--- src/rtl/logic_gate_pipe.sv ---
// rtl/logic_gate_pipe.sv - two-stage registered WIDTH-bit bitwise logic unit with valid/ready handshakes
// Optional feature macro: LOGIC_GATE_PIPE_PARITY_EN adds the y_par output.
module logic_gate_pipe #(
  parameter int WIDTH = 8,
  parameter int CNT_W = 16
) (
  input  logic             clk,
  input  logic             rst_n,
  input  logic             in_valid,
  output logic             in_ready,
  input  logic [WIDTH-1:0] a,
  input  logic [WIDTH-1:0] b,
  input  logic [2:0]       op,
  output logic             out_valid,
  input  logic             out_ready,
  output logic [WIDTH-1:0] y,
  output logic [CNT_W-1:0] txn_count
`ifdef LOGIC_GATE_PIPE_PARITY_EN
  ,
  output logic             y_par
`endif
);

  localparam logic [2:0] OP_AND  = 3'b000;
  localparam logic [2:0] OP_OR   = 3'b001;
  localparam logic [2:0] OP_XOR  = 3'b010;
  localparam logic [2:0] OP_NAND = 3'b011;
  localparam logic [2:0] OP_NOR  = 3'b100;
  localparam logic [2:0] OP_XNOR = 3'b101;
  localparam logic [2:0] OP_PASS = 3'b110;
  localparam logic [2:0] OP_NOTA = 3'b111;

  // Stage 1 holds the captured operand beat
  logic             s1_valid;
  logic [WIDTH-1:0] s1_a;
  logic [WIDTH-1:0] s1_b;
  logic [2:0]       s1_op;

  // Stage 2 holds the result; y itself is the stage-2 data register
  logic             s2_valid;
  logic             s1_ready;
  logic             s2_ready;
  logic [WIDTH-1:0] s1_result;

  // Bitwise operation selected by the captured op code
  function automatic logic [WIDTH-1:0] gate_eval(
    input logic [2:0]       f_op,
    input logic [WIDTH-1:0] f_a,
    input logic [WIDTH-1:0] f_b
  );
    logic [WIDTH-1:0] r;
    r = '0;
    case (f_op)
      OP_AND:  r = f_a & f_b;
      OP_OR:   r = f_a | f_b;
      OP_XOR:  r = f_a ^ f_b;
      OP_NAND: r = ~(f_a & f_b);
      OP_NOR:  r = ~(f_a | f_b);
      OP_XNOR: r = ~(f_a ^ f_b);
      OP_PASS: r = f_a;
      OP_NOTA: r = ~f_a;
      default: r = '0;
    endcase
    return r;
  endfunction

  assign s1_result = gate_eval(s1_op, s1_a, s1_b);

  // A stage may take new data when it is empty or when its occupant leaves this cycle;
  // this lets a bubble in S2 collapse even while the consumer stalls
  assign s2_ready  = !s2_valid || out_ready;
  assign s1_ready  = !s1_valid || s2_ready;
  // During reset both stages are being cleared, so the unit reports ready
  assign in_ready  = s1_ready || !rst_n;
  assign out_valid = s2_valid;

  // Stage 1: capture an operand beat on an input handshake, empty when it moves on with nothing behind it
  always_ff @(posedge clk) begin
    if (!rst_n) begin
      s1_valid <= 1'b0;
      s1_a     <= '0;
      s1_b     <= '0;
      s1_op    <= '0;
    end else if (s1_ready) begin
      s1_valid <= in_valid;
      if (in_valid) begin
        s1_a  <= a;
        s1_b  <= b;
        s1_op <= op;
      end
    end
  end

  // Stage 2: register the computed result; holds stable while the consumer stalls
  always_ff @(posedge clk) begin
    if (!rst_n) begin
      s2_valid <= 1'b0;
      y        <= '0;
    end else if (s2_ready) begin
      s2_valid <= s1_valid;
      if (s1_valid) begin
        y <= s1_result;
      end
    end
  end

`ifdef LOGIC_GATE_PIPE_PARITY_EN
  // Parity of the result, registered alongside y so it shares its timing
  always_ff @(posedge clk) begin
    if (!rst_n) begin
      y_par <= 1'b0;
    end else if (s2_ready && s1_valid) begin
      y_par <= ^s1_result;
    end
  end
`endif

  // Count completed output handshakes, wrapping naturally at the counter width
  always_ff @(posedge clk) begin
    if (!rst_n) begin
      txn_count <= '0;
    end else if (s2_valid && out_ready) begin
      txn_count <= txn_count + CNT_W'(1);
    end
  end

endmodule

--- config.mk ---
export PLATFORM = sky130hd
export DESIGN_NAME = logic_gate_pipe
export DESIGN_NICKNAME = d
export VERILOG_FILES = /design/src/rtl/logic_gate_pipe.sv
export SDC_FILE = /design/constraint.sdc
export NUM_CORES = 1
export LEC_CHECK = 0
export CAP_MARGIN = 20
export CORE_MARGIN = 4
export CORE_UTILIZATION = 30
export CTS_CLUSTER_SIZE = 24
export DETAILED_ROUTE_END_ITERATION = 8
export PLACE_DENSITY = 0.61
export SETUP_SLACK_MARGIN = 0.1
export SLEW_MARGIN = 40
export SYNTH_ARGS = -nofsm -noshare
export SYNTH_HDL_FRONTEND = slang
export SYNTH_SLANG_ARGS = --single-unit
--- constraint.sdc ---
create_clock -name clk -period 1.7 [get_ports clk]
set_clock_uncertainty 0.2 [all_clocks]
set_input_delay 0.51 -clock clk [delete_from_list [all_inputs] [get_ports clk]]
set_output_delay 0.51 -clock clk [all_outputs]
set_load 0.01 [all_outputs]
==> Word level (Yosys, flattened, before mapping) <==
Cells that the tools add are included.
{ "word_totals": {"ff_bits": 45, "out_inout_bits": 26, "in_bits": 23} }
{ "classes": {"n_eq_ne": 7, "add_sub_neg": 1, "bitwise_logic": 7, "n_mux": 1, "n_reduce_logical": 10} }
{ "op_table": {"columns": ["cell", "n"], "rows": [
  ["$pmux 8 s8", 1],
  ["$not 8->8", 4],
  ["$add 16x1->16 const B", 1],
  ["$eq 3x3->1 const B", 4],
  ["$and 8x8->8", 1],
  ["$or 8x8->8", 1],
  ["$xor 8x8->8", 1],
  ["$eq 3x2->1 const B", 2],
  ["$reduce_and 2->1", 2],
  ["$eq 3x1->1 const B", 1],
  ["$logic_not 1->1", 3],
  ["$logic_not 3->1", 1],
  ["$logic_or 1x1->1", 3],
  ["$logic_and 1x1->1", 1]
]} }

==> Longest topological paths before layout <==
Gate-level depths: netlist of run 1.
{ "depth": {"depth_word": 4, "depth_mapped": 6, "ltp_nobuf": 6} }

==> Least setup slack after synthesis of run 1 <==
Ideal clock, no wire load.
{ "synth_path": {"path_kind": "input-to-reg", "start": "in rst_n", "end": "reg txn_count[7]", "required_time_ps": 1366, "arrival_ps": 1327, "setup_slack_ps": 39, "setup_ps": 134, "n_path_buf": 2, "cell_stages": 4, "path_cell_list": "inv_1 > clkbuf_1 > buf_1 > nor2_1"} }
{ "synth_lines": {"columns": ["item", "line_no", "source"], "rows": [
  ["start: declaration", "8", "input logic rst_n,"],
  ["end signal: assignment", "123", "txn_count <= txn_count + CNT_W'(1);"],
  ["end: declaration", "17", "output logic [CNT_W-1:0] txn_count"]
]} }
No word-level cell between the ends.

==> Final worst setup path of run 1 <==
{ "layout_path": {"start": "in out_ready", "end": "out in_ready"} }
{ "layout_between": {"elab_chain_cells": 3} }
{ "layout_lines": {"columns": ["item", "line_no", "source"], "rows": [
  ["start: declaration", "15", "input logic out_ready,"],
  ["$logic_or 1x1->1", "71", "assign s2_ready = !s2_valid || out_ready;"],
  ["$logic_or 1x1->1", "72", "assign s1_ready = !s1_valid || s2_ready;"],
  ["$logic_or 1x1->1", "74", "assign in_ready = s1_ready || !rst_n;"],
  ["end: declaration", "10", "output logic in_ready,"]
]} }
No other way between the ends.

==> results_dict.tcl, run 1 <==
set metrics [dict create \
    regToRegSetupSlack_ns 0.03 \
    clk_pin_slew_ns 0.09 \
    syn-num-nets 376 \
    crit_required_ns 0.99 \
    slew_violations 0 \
    finalHoldViolations 0 \
    r2r_start "s1_op[1]" \
    setup_viol 1 \
    period_minus_slack_ns 1.740 \
    area_growth_pct 53.60 \
    cts_tree "built" \
    io_buffers 48 \
    max_cap_viol_count 0 \
    route.detailed.drc 0 \
    yosys.area.top_type "dfxtp_1" \
    arrival_ns 1.03 \
    synth_area_mm2 0.002708 \
    peakVddDrop_mv 0.3367 \
    antenna_cells 0 \
    vias_per_cell 4.811 \
    drive_gt1_share_pct 43.06 \
    cts-root-buf "clkbuf_8" \
    grt_pass1_wl_um 11480 \
    dpl_worst_slack_ns -0.8209 \
    intPower_mw 1.722 \
    overflow 0 \
    rsz0062_at_grt "true" \
    setup_tns_ns -0.03977 \
    cp-end-kind "output port" \
    dp.final_hpwl_um 4936 \
    worstSetupStartpointType "input port" \
    rows 34 \
    nNetsFinal 471 \
    clkPwrFrac_pct 27.8 \
    reg2regPathDepth 6 \
    antenna_found_initial 0 \
    track_usage_pct 13.43 \
    cts_sinks 45 \
    fmaxAchievable_mhz 574.8 \
    synth-seq-cells 45 \
    n_fill_cell 840 \
    synth_area_per_cell_um2 8.058 \
    power_density_mw_per_mm2 581.2 \
    violations "negative setup slack" \
    crit_type "in -> out" \
    die_y_um 103 \
    gp_congestion 0.7563 \
    setup_ws_ns -0.03977 \
    worst_pin_slew_ns 0.3418 \
    power_mw 2.417 \
    hold_path.class "reg -> reg" \
    whs_endpoint "y[4]" \
    cts_made_buffers 5 \
    hp-start "y[4]" \
    post-route-period-util_pct 102.3 \
    ant_nets 0 \
    start_util_pct 30.90 \
    vias 2598 \
    r2r-end "y[0]" \
    die_w_um 103 \
    synth.yosys.seq_area_share_pct 33.27 \
    clock_latency_ns 0.30 \
    ios 49 \
    slew_headroom_pct 76.90 \
    combPwrFrac_pct 25.5 \
    seqPwrFrac_pct 46.7 \
    swShare_pct 28.75 \
    dieArea_mm2 0.01061 \
    clock_path_buffers 2 \
    drtIter0Drc 122 \
    post_drt_wl_per_cell_um 14.19 \
    yosys_warnings 0 \
    fin_hold_ws_ns 0.2498 \
    coreArea_mm2 0.008763 \
    cts_hold_buf 0 \
    grt_pass1_vias 2506 \
    holdPathStages 2 \
    yosys.cell_types.count 40 \
    grt_start_max_net_pins 38 \
    p_leak_nw 1.639 \
    wl_um 7665 \
    crit_fanout 2 \
    synth.area.top_cells "dfxtp_1, ha_1, nand2_1" \
    outcome "complete, but fails checks" \
    p_sw_mw 0.6950 \
    synthCells 336 \
    firstDrtPassIters 4 \
    synth_top_area_share_pct 33.27 \
    htree_levels 2 \
]
routing by layer:
layer	up-vias	share of wire [%]	global-route usage [%]	wire length, um
met5	-	0	0	0
met4	0	1.1	4.283	85
met3	10	3.5	2.774	271
met2	47	50	22.05	3839
met1	1205	45	17.64	3468
li1	1336	-	-	-
cell families (layout without fill, tap and decap cells):
family	after synthesis	after routing	synth area share, %
AOI/OAI and AO/OA	63	63	15.39
adders and majority gates	17	17	7.856
buffers and inverters	42	138	7.255
DFF	45	45	33.27
and+or+nand+nor	156	156	31.98
xor gates and xnor gates	12	12	3.882
muxes	1	1	0.3697
worst max-delay path, cell delays in order:
cell and delay, ns:
buf_6 0.09, and2b_4 0.24, nand3_2 0.06, buf_6 0.12
final cells by class:
cell class              instances  area (um2)  area share, %
clock buffers                   7       76.32          1.835
clock inverters                 1       7.507         0.1805
inverters                      25       93.84          2.256
multi-input cells             249        1889          45.43
flip-flops and latches         45       943.4          22.68
well taps                     108       135.1          3.249
repair buffers                105        1013          24.37
flip-flops by register name, summed over array words and instances, names as in the netlist:
| name | count |
|---|---|
| s1_valid | 1 |
| txn_count | 16 |
| s1_a | 8 |
| s1_op | 3 |
| s1_b | 8 |
| out_valid | 1 |
| y | 8 |
cells in the final DEF (no fill, tap or decap), drive strengths merged, types with 8 or more instances in the layout:
cell type | netlist | final
nor3 | 20 | 20
inv | 25 | 25
nand2b | 22 | 22
dfxtp | 45 | 45
xnor2 | 8 | 8
o21ai | 17 | 17
ha | 17 | 17
nand2 | 60 | 60
clkbuf | 6 | 17
nor2 | 23 | 23
a21oi | 34 | 34
clkdlybuf4s15 | 0 | 8
nor4bb | 8 | 8
clkdlybuf4s50 | 0 | 19
buf | 11 | 66
worst max path at each step:
| stage | start | cells past startpoint | slack (ns) | end |
|---|---|---|---|---|
| after floorplan | out_ready | 2 | 0.09 | in_ready |
| after global placement | out_ready | 4 | -0.83 | in_ready |
| after detailed placement | out_ready | 4 | -0.82 | in_ready |
| after CTS | out_ready | 4 | -0.05 | in_ready |
| after global routing | out_ready | 4 | -0.07 | in_ready |
| final | out_ready | 4 | -0.04 | in_ready |
repair_timing:
action                                  in CTS  in global routing
cloned                                       1                  1
gates resized for setup                    125                 64
pin swaps                                   11                 22
buffers inserted                            11                 12
endpoints found under the setup margin      71                 57
per-stage QoR:
step | util, % | instance area, um2 | cells
after global routing | 47.46 | 4159 | 540
after floorplan | - | 2716 | 336
final | 47.46 | 4159 | 540
after detailed placement | 40.35 | 3536 | 508
after global placement | 40.35 | 3536 | 508
after CTS | 43.95 | 3851 | 528
cell usage after synthesis:
| master | number |
|---|---|
| nand2_2 | 11 |
| xnor2_1 | 8 |
| a21o_1 | 1 |
| buf_6 | 2 |
| nand3_1 | 6 |
| o21ai_0 | 4 |
| dfxtp_1 | 45 |
| nand3_2 | 1 |
| a21oi_1 | 23 |
| a311o_1 | 7 |
| buf_1 | 2 |
| or3_1 | 2 |
| nor3_4 | 2 |
| ha_1 | 17 |
| nand2b_1 | 22 |
| buf_2 | 6 |
| nor3b_1 | 1 |
| a41oi_1 | 1 |
| xor2_1 | 4 |
| nor3_1 | 18 |
| and2b_4 | 1 |
| clkbuf_1 | 6 |
| o21a_1 | 1 |
| o21ai_1 | 13 |
| nand3b_1 | 1 |
| inv_1 | 25 |
| nand2_1 | 49 |
| nand4_2 | 2 |
| nor4_2 | 4 |
| nand4_1 | 3 |
| buf_12 | 1 |
| a21oi_2 | 10 |
| nor2_1 | 23 |
| o211a_1 | 1 |
| a31o_1 | 1 |
| and2_1 | 1 |
| a21oi_4 | 1 |
| mux2i_1 | 1 |
| and4_1 | 1 |
| nor4bb_1 | 8 |
power groups by stage:
stage | logic [mW] | registers, mW | clock network, mW
after floorplan | 0.273 | 1.15 | 0
after global routing | 0.668 | 1.13 | 0.723
final | 0.616 | 1.13 | 0.673
after detailed placement | 0.463 | 1.15 | 0
after CTS | 0.507 | 1.13 | 0.693
after global placement | 0.452 | 1.15 | 0
No activity file was read; power rests on OpenSTA's default activity.
==> run 2, diff against run 1 <==
--- a/config.mk
+++ b/config.mk
@@ -10,6 +10,7 @@
 export CORE_UTILIZATION = 30
 export CTS_CLUSTER_SIZE = 24
 export DETAILED_ROUTE_END_ITERATION = 8
+export MAX_ROUTING_LAYER = met4
 export PLACE_DENSITY = 0.61
 export SETUP_SLACK_MARGIN = 0.1
 export SLEW_MARGIN = 40
==> run 2 against run 1 <==
- the flow still finishes with violations (negative setup slack)
- die area unchanged
- cell area increased by 0.30%
- non-clock buffer count decreased by 6
- clock power is 48% higher
- combinational power is 2% lower
- utilization grew 0.14 points
- via count decreased by 2.4%
- setup slack lost 0.0058 ns
- sequential power barely moved
- register-to-register slack better by 0.02 ns
- flip-flop and latch count is the same
- critical path type unchanged
- largest power group unchanged
- highest routed layer unchanged
==> results_dict.tcl, run 2 (synthesis results as in run 1) <==
set metrics [dict create \
    die_y_um 103 \
    worstSetupStartpointType "input port" \
    seqCellArea_um2 957.2 \
    dp.final_hpwl_um 4950 \
    crit_fanout 2 \
    die_w_um 103 \
    grt_pass1_wl_um 11650 \
    slew_headroom_pct 76.77 \
    crit_required_ns 0.99 \
    arrival_ns 1.04 \
    setup_viol 1 \
    grt_start_max_net_pins 38 \
    cts-root-buf "clkbuf_8" \
    peakVddDrop_mv 0.3210 \
    regToRegSetupSlack_ns 0.05 \
    clk_pin_slew_ns 0.09 \
    crit_type "in -> out" \
    period_minus_slack_ns 1.746 \
    setup_ws_ns -0.04561 \
    crit_chain "buf_6 -> and2b_4 -> nand3_2 -> buf_6" \
    cpPeakStageDelay_ns 0.25 \
    start_util_pct 30.90 \
    vias 2536 \
    rsz0062_at_grt "true" \
    gp_congestion 0.7633 \
    dpl_cell_area_mm2 0.003543 \
    critPathSlowestCell "and2b_4" \
    multiInputGateArea_mm2 0.001877 \
    rows 34 \
    post_drt_wl_per_cell_um 13.74 \
    dieArea_mm2 0.01061 \
    outcome "complete, but fails checks" \
    overflow 0 \
    final_cell_mix "nand2_1, dfxtp_2, buf_4" \
    final_area_mm2 0.004172 \
    max_cap_viol_count 0 \
    antenna_found_initial 0 \
    fmaxAchievable_mhz 572.9 \
    fin_hold_ws_ns 0.2488 \
    track_usage_pct 13.88 \
    io_buffers 48 \
    coreArea_mm2 0.008763 \
    finalHoldViolations 0 \
    antenna_cells 0 \
    hold_path.class "reg -> reg" \
    p_leak_nw 1.642 \
    n_fill_cell 826 \
    firstDrtPassIters 4 \
    nNetsFinal 465 \
    post-route-period-util_pct 102.7 \
    drtIter0Drc 146 \
    clock_latency_ns 0.30 \
    slew_violations 0 \
    htree_levels 2 \
    ant_nets 0 \
    cts_sinks 45 \
    cts_made_buffers 5 \
    cp-end-kind "output port" \
    largest_reg_flops 16 \
    violations "negative setup slack" \
    final_common_cell "nand2_1" \
    cts_tree "built" \
    power_density_mw_per_mm2 654.7 \
    holdPathStages 2 \
    clock_path_buffers 2 \
    grt_pass1_vias 2449 \
    drive_gt1_share_pct 45.54 \
    wl_um 7336 \
    cp.depth 4 \
    reg2regPathDepth 7 \
    largest-register "txn_count" \
    crit_path_frequent_cell "buf_6" \
    area_growth_pct 54.07 \
    worst_pin_slew_ns 0.3485 \
    critPathTopFamily "simple AND/OR/NAND/NOR gates" \
    path_buf_inv 2 \
    route.detailed.drc 0 \
    vias_per_cell 4.749 \
    ios 49 \
]
run 2: cell types whose count changed in the layout (fill, tap and decap cells not counted), sizes merged:
cell / delta
buf: -3
bufinv: +2
clkbuf: -7
clkdlybuf4s15: +2
clkinvlp: -1
inv: +1
run 2: metrics by stage:
stage	instances	TNS [ns]	utilization (%)	worst slack, ns	power [mW]
finish	534	-0.04561	47.60	-0.04561	2.731
global route	534	-0.07296	47.60	-0.07244	2.845
CTS	527	-0.04749	44.72	-0.04749	2.677
detailed placement	509	-21.01	40.43	-0.8013	1.617
global placement	509	-21.03	40.43	-0.8266	1.601
floorplan	336	0	-	0.09326	1.424
run 2: final timing paths:
| kind | from | to |
|---|---|---|
| max | out_ready | in_ready |
| min reg2reg | y[1] | y[1] |
| max reg2reg | s1_op[1] | y[4] |
| min | y[1] | y[1] |
run 2: layout make-up:
type                       instances  area share, %
multi-input combinational        249          44.99
timing repair buffer              99          23.22
sequential                        45          22.95
tap                              108          3.239
inverter                          25          2.310
clock buffer                       5          1.650
clock inverter                     3          1.650
run 2: tightest hold or removal path, stage by stage, from the launching register on:
cell	delay (ns)
dfxtp_2	0.33
nand2_1	0.04
o21ai_1	0.05
run 2: what timing repair did:
action                     CTS  global route
gates resized for setup    143            59
hold buffers                 0             0
setup buffers                9             6
gates cloned                 1             1
setup endpoints to repair   71            55
pin swaps                   16            16
run 2: layer usage:
| metal | up-vias | share of wire, % | track usage (%) |
|---|---|---|---|
| met3 | 7 | 2.7 | 1.691 |
| met2 | 34 | 48 | 21.66 |
| met1 | 1179 | 48 | 19.29 |
| li1 | 1316 | - | - |
| met4 | 0 | 0.89 | 2.988 |
| met5 | - | 0 | - |
run 2: report_power, final:
group          leakage (nW)  total (mW)  switching (mW)  internal [mW]
registers             0.384        1.13          0.0366           1.10
clock network        0.0687       0.993           0.401          0.592
logic                  1.19       0.606           0.274          0.332
==> run 3, diff against run 2 <==
--- a/config.mk
+++ b/config.mk
@@ -5,7 +5,8 @@
 export SDC_FILE = /design/constraint.sdc
 export NUM_CORES = 1
 export LEC_CHECK = 0
-export CAP_MARGIN = 20
+export ABC_CLOCK_PERIOD_IN_PS = 1500
+export CAP_MARGIN = 10
 export CORE_MARGIN = 4
 export CORE_UTILIZATION = 30
 export CTS_CLUSTER_SIZE = 24
==> constraint.sdc (replaced) <==
create_clock -name clk -period 1.5 [get_ports clk]
set_clock_uncertainty 0.2 [all_clocks]
set_input_delay 0.45 -clock clk [delete_from_list [all_inputs] [get_ports clk]]
set_output_delay 0.45 -clock clk [all_outputs]
set_load 0.01 [all_outputs]
==> run 3 against run 2 <==
- the run still ends with negative setup slack left
- clock power decreased by 27%
- utilization up 6.9 points
- global-route usage rose by 2.5 points
- register-to-register slack got worse by 0.21 ns
- combinational power up 28%
- critical path type is now reg -> reg
- largest cell class unchanged
- highest routed layer unchanged
==> results_dict.tcl, run 3 (synthesis results as in run 1) <==
set metrics [dict create \
    violations "negative setup slack" \
    vias 2803 \
    htree_levels 2 \
    arrival_ns 1.65 \
    largest_reg_flops 16 \
    power_density_mw_per_mm2 582.7 \
    place_inst 521 \
    final_cell_mix "buf_6, buf_4, dfxtp_2" \
    hold_path.class "reg -> reg" \
    ios 49 \
    largest-register "txn_count" \
    post-route-period-util_pct 110.5 \
    io_buffers 48 \
    fmaxAchievable_mhz 603.2 \
    intPower_mw 1.966 \
    final_util_pct 54.48 \
    antenna_cells 0 \
    gp_congestion 0.8034 \
    crit_type "reg -> reg" \
    cp-end-kind "register" \
    start_util_pct 30.90 \
    setup_tns_ns -2.225 \
    cts_sinks 45 \
    drive_gt1_share_pct 54.80 \
    final_cells 566 \
    track_usage_pct 16.40 \
    dieArea_mm2 0.01061 \
    final_area_mm2 0.004775 \
    outcome "complete, but fails checks" \
    r2r_start "s1_op[1]" \
    cts-root-buf "clkbuf_8" \
    setup_viol 39 \
    p_sw_mw 0.8161 \
    post_drt_wl_per_cell_um 15.21 \
    dp.final_hpwl_um 5138 \
    fin_hold_ws_ns 0.2523 \
    worstSetupStartpointType "register" \
    drtIter0Drc 136 \
    hp-start "y[7]" \
    max_cap_viol_count 0 \
    cts_made_buffers 5 \
    worst_pin_slew_ns 0.3108 \
    grt_start_max_net_pins 26 \
    clk_pin_slew_ns 0.09 \
    rows 34 \
    cts_tree "built" \
    route.detailed.drc 0 \
    die_w_um 103 \
    crit_required_ns 1.50 \
    use_met2_pct 27.87 \
    grt_pass1_vias 2858 \
    nNetsFinal 498 \
    firstDrtPassIters 5 \
    crit_start "s1_op[1]" \
    met1_usage_pct 19.60 \
    wl_um 8608 \
    coreArea_mm2 0.008763 \
    finalHoldViolations 0 \
    setup_ws_ns -0.1577 \
    vias_per_cell 4.952 \
    grt_pass1_wl_um 13480 \
    clkPwrFrac_pct 26.0 \
    p_leak_nw 2.066 \
    power_mw 2.782 \
    combPwrFrac_pct 28.0 \
    crit_fanout 6 \
    seqPwrFrac_pct 46.0 \
    overflow 0 \
    rsz0062_at_grt "true" \
    dpl_cell_area_mm2 0.003752 \
    final_common_cell "buf_6" \
    peakVddDrop_mv 0.3215 \
    clock_path_buffers 2 \
    die_y_um 103 \
    dpl_worst_slack_ns -0.8538 \
    cts_hold_buf 0 \
    slew_violations 0 \
    clock_latency_ns 0.29 \
    ant_nets 0 \
    busiest_layer "met2" \
    antenna_found_initial 0 \
    met3_usage_pct 2.503 \
    slew_headroom_pct 78.99 \
    period_minus_slack_ns 1.658 \
    area_growth_pct 76.34 \
    swShare_pct 29.33 \
]
[run 3: metal layers]
metal / routed length (um) / vias up
met4: 142 / 0
met2: 4499 / 57
met5: 0 / -
li1: - / 1386
met3: 277 / 14
met1: 3689 / 1346
[run 3: path summary, 6_finish.rpt]
path | endpoint | slack, ns | depth (start not counted)
worst max-delay path | y[4] | -0.16 | 6
worst min-delay path | y[7] | 0.25 | 2
worst max register to register | y[4] | -0.16 | 6
worst min register to register | y[7] | 0.25 | 2
[run 3: timing repair]
item,4_1_cts,5_1_grt
pin swaps,58,29
resized for setup,238,42
hold endpoints to repair,0,0
cloned,5,0
endpoints found under the setup margin,71,70
buffers inserted,26,8
[run 3: power groups by stage]
stage | Clock (mW) | Combinational, mW | Sequential (mW)
after CTS | 0.741 | 0.715 | 1.28
after floorplan | 0 | 0.323 | 1.31
final | 0.724 | 0.778 | 1.28
after global placement | 0 | 0.548 | 1.30
after detailed placement | 0 | 0.566 | 1.30
after global routing | 0.786 | 0.838 | 1.29
[run 3: cell type report]
type                            count  area [um2]
Fill cell                         713        3989
Multi-Input combinational cell    249        2042
Timing Repair Buffer              132        1453
Sequential cell                    45       973.4
Tap cell                          108       135.1
Inverter                           25       93.84
Clock buffer                        6       72.57
Clock inverter                      1       5.005
[run 3: critical path: stages (launching register included)]
cell and delay, ns:
dfxtp_4 0.37, buf_12 0.14, buf_6 0.11, nand2b_1 0.16, a311o_1 0.39, nor3_2 0.11, o21ai_1 0.08
